File: config.mk
export PLATFORM = sky130hd
export DESIGN_NAME = sine_serial_rx
export DESIGN_NICKNAME = d
export VERILOG_FILES = /design/src/rtl/sine_serial_rx_pkg.sv /design/src/rtl/pwm_gen.sv /design/src/rtl/sine_serial_rx.sv
export SDC_FILE = /design/constraint.sdc
export NUM_CORES = 1
export LEC_CHECK = 0
export CELL_PAD_IN_SITES_DETAIL_PLACEMENT = 1
export CELL_PAD_IN_SITES_GLOBAL_PLACEMENT = 1
export CORE_MARGIN = 5
export CORE_UTILIZATION = 44
export CTS_CLUSTER_SIZE = 12
export DETAILED_ROUTE_END_ITERATION = 10
export GPL_TIMING_DRIVEN = 0
export PLACE_DENSITY = 0.86
export REMOVE_ABC_BUFFERS = 1
export SLEW_MARGIN = 10
export SYNTH_ARGS = -nofsm -noshare
export SYNTH_HDL_FRONTEND = slang
export SYNTH_SLANG_ARGS = --single-unit
File: constraint.sdc
create_clock -name clk -period 2.1 [get_ports clk]
set_input_delay 0.315 -clock clk [delete_from_list [all_inputs] [get_ports clk]]
set_output_delay 0.315 -clock clk [all_outputs]
set_load 0.02 [all_outputs]
File: src/rtl/sine_serial_rx_pkg.sv
// Shared definitions for the serial sample receiver: FSM encoding, widths and a
// bit-placement helper used by the deserializer.
package sine_serial_rx_pkg;

   typedef enum logic {
      IDLE  = 1'b0,
      SHIFT = 1'b1
   } rx_state_e;

   localparam int SAMPLE_W = 8;
   localparam int COUNT_W  = 16;
   localparam int BCNT_W   = 3;

   // Returns word with bit pos replaced by b.
   function automatic logic [SAMPLE_W-1:0] put_bit(input logic [SAMPLE_W-1:0] word,
                                                   input logic [BCNT_W-1:0]   pos,
                                                   input logic                b);
      logic [SAMPLE_W-1:0] res;
      res      = word;
      res[pos] = b;
      return res;
   endfunction

endpackage

File: src/rtl/pwm_gen.sv
// Free-running PWM: counter advances on tick_enable, duty is latched only at the
// counter wrap so a period is never cut short, output is registered.
module pwm_gen #(
   parameter int PWM_BITS = 8
) (
   input  logic                clk,
   input  logic                rst_n,
   input  logic                tick_enable,
   input  logic [PWM_BITS-1:0] duty_in,
   output logic                pwm_out
);

   logic [PWM_BITS-1:0] pwm_cnt_r;
   logic [PWM_BITS-1:0] duty_r;
   logic                pwm_r;

   // Counter, period-aligned duty latch and comparator register.
   always_ff @(posedge clk or negedge rst_n) begin
      if (!rst_n) begin
         pwm_cnt_r <= {PWM_BITS{1'b0}};
         duty_r    <= {PWM_BITS{1'b0}};
         pwm_r     <= 1'b0;
      end else begin
         if (tick_enable) begin
            pwm_cnt_r <= pwm_cnt_r + PWM_BITS'(1);
            if (pwm_cnt_r == {PWM_BITS{1'b1}}) begin
               duty_r <= duty_in;
            end else begin
               duty_r <= duty_r;
            end
         end else begin
            pwm_cnt_r <= pwm_cnt_r;
            duty_r    <= duty_r;
         end
         pwm_r <= (pwm_cnt_r < duty_r);
      end
   end

   assign pwm_out = pwm_r;

endmodule

File: src/rtl/sine_serial_rx.sv
// MSB-first serial sample deserializer with frame abort detection, good-frame
// counter and PWM reconstruction of the last complete sample.
module sine_serial_rx
   import sine_serial_rx_pkg::*;
#(
   parameter int PWM_BITS = 8
) (
   input  logic                clk,
   input  logic                rst_n,
   input  logic                SI,
   input  logic                SI_en,
   input  logic                soc,
   input  logic                tick_enable,
   output logic [SAMPLE_W-1:0] pdata,
   output logic                data_valid,
   output logic                frame_err,
   output logic [COUNT_W-1:0]  sample_count,
   output logic                pwm_out
);

   rx_state_e           state_r,  state_s;
   logic [BCNT_W-1:0]   bcnt_r,   bcnt_s;
   logic [SAMPLE_W-1:0] shift_r,  shift_s;
   logic [SAMPLE_W-1:0] pdata_r,  pdata_s;
   logic                valid_r,  valid_s;
   logic                err_r,    err_s;
   logic [COUNT_W-1:0]  count_r,  count_s;

   // Next-state and output decode for the deserializer.
   always_comb begin
      state_s = state_r;
      bcnt_s  = bcnt_r;
      shift_s = shift_r;
      pdata_s = pdata_r;
      valid_s = 1'b0;
      err_s   = 1'b0;
      count_s = count_r;
      case (state_r)
         IDLE: begin
            if (SI_en && soc) begin
               shift_s = put_bit({SAMPLE_W{1'b0}}, 3'd7, SI);
               bcnt_s  = 3'd1;
               state_s = SHIFT;
            end else begin
               state_s = IDLE;
            end
         end
         SHIFT: begin
            if (SI_en && soc) begin
               // Restart: the aborting bit becomes bit 7 of the new frame.
               err_s   = 1'b1;
               shift_s = put_bit({SAMPLE_W{1'b0}}, 3'd7, SI);
               bcnt_s  = 3'd1;
            end else if (SI_en) begin
               shift_s = put_bit(shift_r, 3'd7 - bcnt_r, SI);
               if (bcnt_r == 3'd7) begin
                  pdata_s = shift_s;
                  valid_s = 1'b1;
                  count_s = count_r + COUNT_W'(1);
                  shift_s = {SAMPLE_W{1'b0}};
                  bcnt_s  = 3'd0;
                  state_s = IDLE;
               end else begin
                  bcnt_s  = bcnt_r + 3'd1;
               end
            end else begin
               state_s = SHIFT;
            end
         end
         default: begin
            state_s = IDLE;
            bcnt_s  = 3'd0;
            shift_s = {SAMPLE_W{1'b0}};
         end
      endcase
   end

   // Deserializer state and output registers.
   always_ff @(posedge clk or negedge rst_n) begin
      if (!rst_n) begin
         state_r <= IDLE;
         bcnt_r  <= 3'd0;
         shift_r <= {SAMPLE_W{1'b0}};
         pdata_r <= {SAMPLE_W{1'b0}};
         valid_r <= 1'b0;
         err_r   <= 1'b0;
         count_r <= {COUNT_W{1'b0}};
      end else begin
         state_r <= state_s;
         bcnt_r  <= bcnt_s;
         shift_r <= shift_s;
         pdata_r <= pdata_s;
         valid_r <= valid_s;
         err_r   <= err_s;
         count_r <= count_s;
      end
   end

   assign pdata        = pdata_r;
   assign data_valid   = valid_r;
   assign frame_err    = err_r;
   assign sample_count = count_r;

   pwm_gen #(
      .PWM_BITS (PWM_BITS)
   ) u_pwm_gen (
      .clk         (clk),
      .rst_n       (rst_n),
      .tick_enable (tick_enable),
      .duty_in     (pdata_r),
      .pwm_out     (pwm_out)
   );

endmodule

Word-level counts from Yosys, hierarchy flattened
Cells that the tools add are included.
{"block": "word_totals", "output_inout_bits": 27, "inputBits": 6, "elab_cells": 51, "ff_bits": 55}
{"block": "op_classes", "n_lt_le_gt_ge": 3, "add_sub_neg": 4, "bitwise": 2, "n_eq_ne": 4, "n_mux": 23, "reduce_logical": 5}
{"cell": "8-bit 2-to-1 mux", "n": 4}
{"cell": "16-bit by 1-bit adder with 16-bit output (second input constant)", "n": 1}
{"cell": "8-bit one-hot mux with 2 select lines", "n": 1}
{"cell": "3-bit 2-to-1 mux", "n": 4}
{"cell": "1-bit 2-to-1 mux", "n": 10}
{"cell": "8-bit by 1-bit adder with 8-bit output (second input constant)", "n": 1}
{"cell": "8-bit bitwise mux", "n": 1}
{"cell": "8-bit == test (second input constant)", "n": 1}
{"cell": "8-bit < comparator", "n": 1}
{"cell": "3-bit one-hot mux with 2 select lines", "n": 1}
{"cell": "3-bit by 4-bit < comparator with 1-bit output (second input constant)", "n": 1}
{"cell": "2-bit AND reduction", "n": 2}
{"cell": "4-bit AND reduction", "n": 1}
{"cell": "3-bit by 1-bit adder with 3-bit output (second input constant)", "n": 1}
{"cell": "1-bit demux with 3-bit select", "n": 1}
{"cell": "3-bit == test (second input constant)", "n": 1}
{"cell": "3-bit by 1-bit >= comparator with 1-bit output (second input constant)", "n": 1}
{"cell": "3-bit by 2-bit != test with 1-bit output (second input constant)", "n": 1}
{"cell": "3-bit subtractor (first input constant)", "n": 1}
{"cell": "1-bit logical AND", "n": 2}
{"cell": "2-bit != test (second input constant)", "n": 1}
{"cell": "1-bit inverter", "n": 2}
{"cell": "1-bit one-hot mux with 2 select lines", "n": 1}

Longest topological paths before layout
Gate-level depths: netlist of the first run.
{"block": "depth", "word_depth": 10, "ltp_mapped": 6, "depth_no_buf": 6}

Modules after synthesis
From an unflattened synthesis of the first run, not the netlist that was laid out.
{"block": "unflattened", "hier_cells": 237, "area_unflattened_um2": 2606.2}
{"mod": "sine_serial_rx", "area_per_inst_um2": 1742.9, "seq_area_each_um2": 925.9, "cells_each": 164, "instances": 1}
{"mod": "pwm_gen", "area_per_inst_um2": 863.3, "seq_area_each_um2": 425.4, "cells_each": 73, "instances": 1}

Worst setup path before layout of the first run
Ideal clock, no wire load.
{"block": "synth_path", "path_type": "register to register", "startpoint": "register count_r[3] (netlist: sample_count[3])", "endpoint": "register count_r[9] (netlist: sample_count[9])", "path_stages_with_launch": 5, "setup_slack_ns": 0.624, "path_buffers": 0, "period_less_slack_ns": 1.476, "arrival_time_ns": 1.347, "required_ns": 1.971, "setup_ns": 0.129, "cell_sequence": "dfrtp_1 nand4_1 nor4_4 nand4_1 xnor2_1"}
{"block": "synth_via", "elab_chain_len": 1}
{"item": "start: declaration", "line": "sine_serial_rx.sv:27", "text": "logic [COUNT_W-1:0] count_r, count_s;"}
{"item": "start signal: assignment", "line": "sine_serial_rx.sv:87", "text": "count_r <= {COUNT_W{1'b0}};"}
{"item": "start signal: assignment", "line": "sine_serial_rx.sv:95", "text": "count_r <= count_s;"}
{"item": "16-bit by 1-bit adder with 16-bit output", "line": "sine_serial_rx.sv:59", "text": "count_s = count_r + COUNT_W'(1);"}
No other way between the ends.
A chain may end at the register's enable or synchronous reset.

Worst setup path in the final report of the first run
{"block": "layout_path", "startpoint": "input SI_en", "endpoint": "register count_r[9] (netlist: sample_count[9])"}
{"block": "layout_via", "elab_chain_len": 3}
{"item": "start: declaration", "line": "sine_serial_rx.sv:11", "text": "input logic SI_en,"}
{"item": "1-bit logical AND", "line": "sine_serial_rx.sv:49", "text": "if (SI_en && soc) begin"}
{"item": "1-bit inverter (no line)"}
{"item": "4-bit AND reduction (no line) (*)"}
Every way passes the cells marked *; elsewhere a longest branch is shown, timed or not.

==> results of run 1 <==
==> metal layers <==
layer	wire (microns)	GRT usage	up-vias
li1	-	-	825
met1	2310	0.2044	883
met2	2729	0.2796	17
met3	140	0.03422	5
met4	88	0.05949	0
met5	0	0	-
==> report_power, final <==
| part | switching, mW | internal, mW |
|---|---|---|
| combinational | 0.305 | 0.305 |
| sequential | 0.168 | 1.17 |
| clock | 0.332 | 0.230 |
==> cells in the mapped netlist <==
master | instances | share of area
a22o_1 | 1 | 0.0034
nand4bb_1 | 1 | 0.0044
mux2i_1 | 7 | 0.027
a221oi_1 | 1 | 0.0034
nor3_1 | 2 | 0.0039
mux2_4 | 8 | 0.047
nand4_2 | 1 | 0.0049
and2_1 | 2 | 0.0049
ha_1 | 11 | 0.053
inv_1 | 9 | 0.013
mux2_1 | 2 | 0.0087
nand2_2 | 1 | 0.0024
o21ai_0 | 9 | 0.017
a32oi_1 | 1 | 0.0034
nand4_1 | 4 | 0.0097
a21o_1 | 2 | 0.0058
and3b_1 | 1 | 0.0034
nor2_4 | 1 | 0.0044
nand2b_1 | 1 | 0.0024
nand3_4 | 1 | 0.0068
inv_2 | 1 | 0.0015
nor3_2 | 3 | 0.012
nor2_1 | 2 | 0.0029
dfrtp_1 | 54 | 0.52
nand3b_4 | 1 | 0.0078
o21a_1 | 2 | 0.0058
nor3b_1 | 1 | 0.0029
nand3_1 | 9 | 0.017
nand2_1 | 26 | 0.038
o21ai_1 | 8 | 0.016
and3_1 | 8 | 0.019
buf_2 | 2 | 0.0039
xor2_1 | 8 | 0.027
buf_4 | 1 | 0.0029
a21oi_1 | 1 | 0.0019
clkbuf_1 | 3 | 0.0044
a31oi_1 | 1 | 0.0024
or3_1 | 2 | 0.0049
nor4_4 | 1 | 0.0082
and4_1 | 2 | 0.0068
mux2_2 | 1 | 0.0044
xnor2_1 | 14 | 0.048
o22ai_1 | 2 | 0.0049
buf_6 | 1 | 0.0044
==> per-stage QoR <==
stage | util | power (mW) | TNS [ns] | std cells
3_5_place_dp | 0.5286 | 1.971 | -0.3728 | 318
2_1_floorplan | - | 1.716 | 0 | 213
6_report | 0.5446 | 2.512 | 0 | 326
4_1_cts | 0.5446 | 2.550 | 0 | 326
3_3_place_gp | 0.5259 | 1.918 | -52.90 | 317
5_1_grt | 0.5446 | 2.691 | 0 | 326
==> area by class of cell <==
| class | instances | area (sq um) | share of cell area |
|---|---|---|---|
| inverter | 10 | 37.54 | 0.01229 |
| tap | 72 | 90.09 | 0.02950 |
| timing repair buffer | 34 | 345.3 | 0.1131 |
| multi-input combinational | 149 | 1150 | 0.3765 |
| clock inverter | 1 | 7.507 | 0.002458 |
| clock buffer | 6 | 72.57 | 0.02376 |
| sequential | 54 | 1351 | 0.4424 |
==> worst max path at each step <==
stage | start | endpoint | slack, ns | cells past startpoint
after global placement | rst_n | sample_count[11] | -0.98 | 1
after detailed placement | SI_en | sample_count[8] | -0.06 | 5
after floorplan | sample_count[3] | sample_count[9] | 0.62 | 4
after CTS | SI_en | sample_count[9] | 0.28 | 5
after global routing | SI_en | sample_count[9] | 0.11 | 5
final | SI_en | sample_count[9] | 0.29 | 5
==> sequential cells by signal (all words and copies together), names as in the netlist, 3 cells and up <==
| register | cells |
|---|---|
| u_pwm_gen.duty_r | 8 |
| shift_r | 7 |
| u_pwm_gen.pwm_cnt_r | 8 |
| pdata | 8 |
| sample_count | 16 |
| bcnt_r | 3 |
==> kinds of logic (layout without fill, tap and decap cells) <==
family / Yosys count / count (layout) / share of synthesized area
flops: 54 / 54 / 0.5240
xor+xnor: 22 / 22 / 0.07472
mux: 18 / 18 / 0.08685
buf+inv: 17 / 51 / 0.03008
simple gates: 70 / 70 / 0.1669
compound gates: 28 / 28 / 0.06404
fa+ha+maj: 11 / 11 / 0.05337
==> timing repair <==
action	4_1_cts	5_1_grt
hold buffers	1	0
hold endpoints to repair	8	0
gates resized for setup	0	0
==> worst reg2reg max path, delay by kind of cell (launching register included) <==
family	cells	cell delay [ns]
flip-flops	1	0.52
adder cells (fa/ha/maj)	2	0.50
AND/OR/NAND/NOR	1	0.38
AO/OA/AOI/OAI	1	0.31
==> metrics.yaml, run 1 <==
clocking:
  postCtsSetupBuffers: 0
  cts_buffer_depth: 2
  root_buffer: "clkbuf_8"
  cts_made_buffers: 5
  cts_max_level: 2
  cts_sinks: 54
  cts_tree: "built"
  cts.clk_slew.worst_paths_ns: 0.09
  clk_latency_ns: 0.31
critical_path:
  r2r_start: "bcnt_r[0]"
  worstPathRequired_ns: 2.30
  path_cells: "clkdlybuf4s50_1 > nand3b_4 > nor4_4 > nand4_1 > xnor2_1"
  worst-setup-path-type: "input pin to flop"
  r2r_end: "shift_r[6]"
  critPathSlowestCell: "clkdlybuf4s50_1"
  worstRegToRegCells: 4
  cpLargestDelayFamily: "buffers and inverters"
  critical_path_arrival_ns: 2.01
  rrSetupSlack_ns: 0.30
  cp-end-kind: "flop"
  critical_path.startpoint_type: "input pin"
  worstPathMaxFanout: 14
  crit_buf_inv: 1
  cpPeakStageDelay_ns: 0.77
layout:
  final_area_sq_mm: 0.003054
  final_cell_mix: "54 x dfrtp_1, 31 x clkdlybuf4s50_1, 26 x nand2_1, 14 x xnor2_1, 11 x ha_1"
  nets: 271
  layout_commonest_cell: "dfrtp_1"
  area_growth_pct: 18.44
  drive_gt1_frac: 0.1063
  fillers: 612
  n_antenna_cell: 0
logic_synthesis:
  yosys_warnings: 0
  syn_avg_cell_area_sq_um: 11.72
  syn_inst: 220
  netlist_area_sq_mm: 0.002579
  yosysSeqAreaShare: 0.5240
  synthDistinctLibCells: 44
  ys_ff_latch: 54
detailed_routing:
  drtIter0Drc: 53
  ant_nets: 0
  drt-total-wl_microns: 5268
  route.detailed.drc: 0
  wire_per_inst_microns: 16.16
  viasPerCell: 5.307
  vias: 1730
  firstDrtPassIters: 4
hold_path:
  hold_depth: 1
  hp-class: "flop to flop"
  min-delay-start: "sample_count[15]"
  hold-path-endpoint: "sample_count[15]"
placed_design:
  place_ws_ns: -0.06324
  post-dp-hpwl_microns: 3819
  port_buffers: 32
  globalplace.congestion: 0.7534
  placed_area_sq_mm: 0.002964
timing:
  maxSlewViolCount: 0
  fin_crit_ns: 1.810
  fin_ws_ns: 0.2900
  tightest_slew_ns: 0.5693
  rsz0062_at_grt: "no"
  skew_ns: 0.007951
  period_share: 0.8619
  hold_viol: 0
  max_freq_ghz: 0.5525
  finalSetupViolCount: 0
  hold_slack_ns: 0.4743
  slew_headroom: 0.6179
pwr:
  p_leak_nw: 1.407
  power_density_mw_per_mm2: 822.4
  vdd_drop_max_v: 0.0003554
die:
  coreArea_sq_mm: 0.005608
  die-area_sq_mm: 0.007492
  die_h_microns: 86.56
  rows: 27
  start_util: 0.4598
  die_w_microns: 86.56
  io-pin-count: 33
global_routing:
  antenna_found_initial: 0
  grt_usage: 0.1638
  grt_pass1_vias: 1925
  grt_overflow: 0
  grt_max_degree: 33
  grt_pass1_wl_microns: 9618
job:
  drv_cap: 0
run_status:
  outcome: "finished clean"
(Power assumes the default switching activity.)
==> run 2: changes to the inputs <==
Settings changed: CORE_MARGIN 5 to unset, PLACE_DENSITY 0.86 to 0.81.
Clock period 2.1 ns to 1.7 ns, I/O delays scaled along.
==> run 2 against run 1 <==
Compared with the run above:
- utilization grew 0.91 points
- final cell count is the same
- sequential power grew 24%
- worst hold slack lost 0.11 ns
- highest routed layer unchanged
- sequential share of layout area shrank 0.39 points
- die area shrank 18%
- non-clock buffer count is the same
==> metrics.yaml, run 2 (synthesis gave the netlist of run 1 again) <==
timing:
  fin_ws_ns: 0.06419  # -0.2258 ns
  rsz0062_at_grt: "no"
  fin_crit_ns: 1.636
  max_freq_ghz: 0.6113
  hold_slack_ns: 0.3678  # -0.1065 ns
  slew_headroom: 0.5563  # -0.06160
  hold_viol: 0  # unchanged
  period_share: 0.9622
  finalSetupViolCount: 0  # unchanged
  skew_ns: 0.007278  # -0.0006734 ns
  setup_tns_ns: 0  # unchanged
  tightest_slew_ns: 0.6656  # +0.09622 ns
  maxSlewViolCount: 0  # unchanged
detailed_routing:
  firstDrtPassIters: 4  # unchanged
  drtIter0Drc: 50  # -5.7%
  drt-total-wl_microns: 5118  # -2.8%
  viasPerCell: 5.298  # -0.17%
  vias: 1727  # -0.17%
  wire_per_inst_microns: 15.70  # -2.8%
  ant_nets: 0  # unchanged
  route.detailed.drc: 0  # unchanged
critical_path:
  cpLargestDelayFamily: "buffers and inverters"
  critical_path_arrival_ns: 1.38  # -0.63 ns
  worstPathMaxFanout: 5  # -9
  worstPathRequired_ns: 1.44  # -0.86 ns
  worst-setup-path-type: "flop to primary output"
  critPathSlowestCell: "clkdlybuf4s50_1"
  cpPeakStageDelay_ns: 0.65  # -0.12 ns
  path_cells: "clkdlybuf4s50_1"
  critical_path.startpoint_type: "flop"
  cp-end-kind: "primary output"
  rrSetupSlack_ns: 0.10  # -0.20 ns
  crit_buf_inv: 1  # unchanged
layout:
  final_area_sq_mm: 0.003087  # +1.1%
  final_cell_mix: "52 x dfrtp_1, 28 x clkdlybuf4s50_1, 26 x nand2_1, 14 x xnor2_1"
  nets: 271  # unchanged
  n_antenna_cell: 0  # unchanged
  multiInputGateArea_sq_mm: 0.001177  # +2.4%
  fin_util: 0.5538  # +0.009137
  area_growth_pct: 19.70
  largest_reg_flops: 16  # unchanged
  layout_commonest_cell: "dfrtp_1"
  drive_gt1_frac: 0.1220  # +0.01575
  regArea_sq_mm: 0.001354  # +0.19%
  post_layout_nonfiller_instances: 326  # unchanged
  fillers: 597  # -2.5%
placed_design:
  dp_cells: 318  # unchanged
  globalplace.congestion: 0.7194  # -4.5%
  port_buffers: 32  # unchanged
  placed_area_sq_mm: 0.002964  # unchanged
  place_ws_ns: -0.3865  # -0.3233 ns
  post-dp-hpwl_microns: 3695  # -3.2%
global_routing:
  antenna_found_initial: 0  # unchanged
  grt_pass1_vias: 1752  # -9.0%
  grt_overflow: 0  # unchanged
  grt_max_degree: 29  # -12%
  grt_usage: 0.1864  # +0.02268
  grt_pass1_wl_microns: 8776  # -8.8%
clocking:
  postCtsSetupBuffers: 0  # unchanged
  cts_sinks: 54  # unchanged
  cts_tree: "built"
  cts_buffer_depth: 2  # unchanged
  cts.clk_slew.worst_paths_ns: 0.09  # about the same
  cts_made_buffers: 5  # unchanged
  root_buffer: "clkbuf_8"
  clk_latency_ns: 0.30  # about the same
  cts_max_level: 2  # unchanged
pwr:
  fin_total_pwr_mw: 3.076  # +22%
  power_density_mw_per_mm2: 996.6  # +21%
  vdd_drop_max_v: 0.0004530  # +27%
  p_leak_nw: 1.469  # +4.4%
job:
  drv_cap: 0  # unchanged
die:
  rows: 27  # unchanged
  coreArea_sq_mm: 0.005574  # -0.60%
  start_util: 0.4626  # +0.002787
  die_w_microns: 78.56  # -9.2%
  io-pin-count: 33  # unchanged
  die-area_sq_mm: 0.006171  # -18%
  die_h_microns: 78.56  # -9.2%
hold_path:
  hp-class: "input pin to flop"
run_status:
  outcome: "finished clean"
## run 2: cell count changes in the layout (fill, tap and decap cells not counted), moves of 2 or more
cell	change
clkdlybuf4s50_1	-3
clkinv_2	+2
dfrtp_1	-2
dfrtp_2	+2
dlymetal6s2s_1	+2
o21ai_0	-3
o21ai_1	+3
## run 2: area by class of cell
class	count	area share
clock buffers	5	0.02229
clock inverters	2	0.003243
well taps	72	0.02919
repair buffers	34	0.1131
flip-flops and latches	54	0.4386
inverters	10	0.01216
multi-input cells	149	0.3814
## run 2: worst paths after layout
check	start	endpoint	cells after the start
worst max-delay path	sample_count[10]	sample_count[10]	1
worst min-delay path	soc	bcnt_r[1]	2
worst max register to register	u_pwm_gen.pwm_cnt_r[0]	u_pwm_gen.duty_r[0]	5
worst min register to register	sample_count[15]	sample_count[15]	1
max in group asynchronous	rst_n	sample_count[1]	3
min in group asynchronous	rst_n	pdata[7]	2
## run 2: worst register-to-register path, cell delays in order (launching register included)
cell	delay (ns)
dfrtp_1	0.43
ha_1	0.21
nand4_2	0.13
nor2_4	0.19
nand3_4	0.19
mux2_4	0.35
## run 2: power breakdown
group,total [mW],internal (mW),switching (mW)
registers,1.66,1.45,0.208
clock network,0.677,0.278,0.400
logic,0.742,0.378,0.364
## run 2: what timing repair did
item | CTS | global route
hold endpoints to repair | 27 | 0
pin swaps | 0 | 1
setup endpoints to repair | 17 | 17
hold buffers | 1 | 0
resized for setup | 3 | 9
## run 2: per-layer routing
| metal | wire length [microns] | GRT usage | vias to the layer above | part of all wire |
|---|---|---|---|---|
| met4 | 68 | 0.06111 | 0 | 0.013 |
| met5 | 0 | 0 | - | 0 |
| met2 | 2578 | 0.3148 | 21 | 0.50 |
| met3 | 119 | 0.03837 | 5 | 0.023 |
| li1 | - | - | 838 | - |
| met1 | 2351 | 0.2373 | 863 | 0.46 |
==> run 3: changes to the inputs <==
Settings changed: ABC_CLOCK_PERIOD_IN_PS set to 1700.
==> results of run 3 <==
Final layout, timing and power as in run 2 (identical DEF).
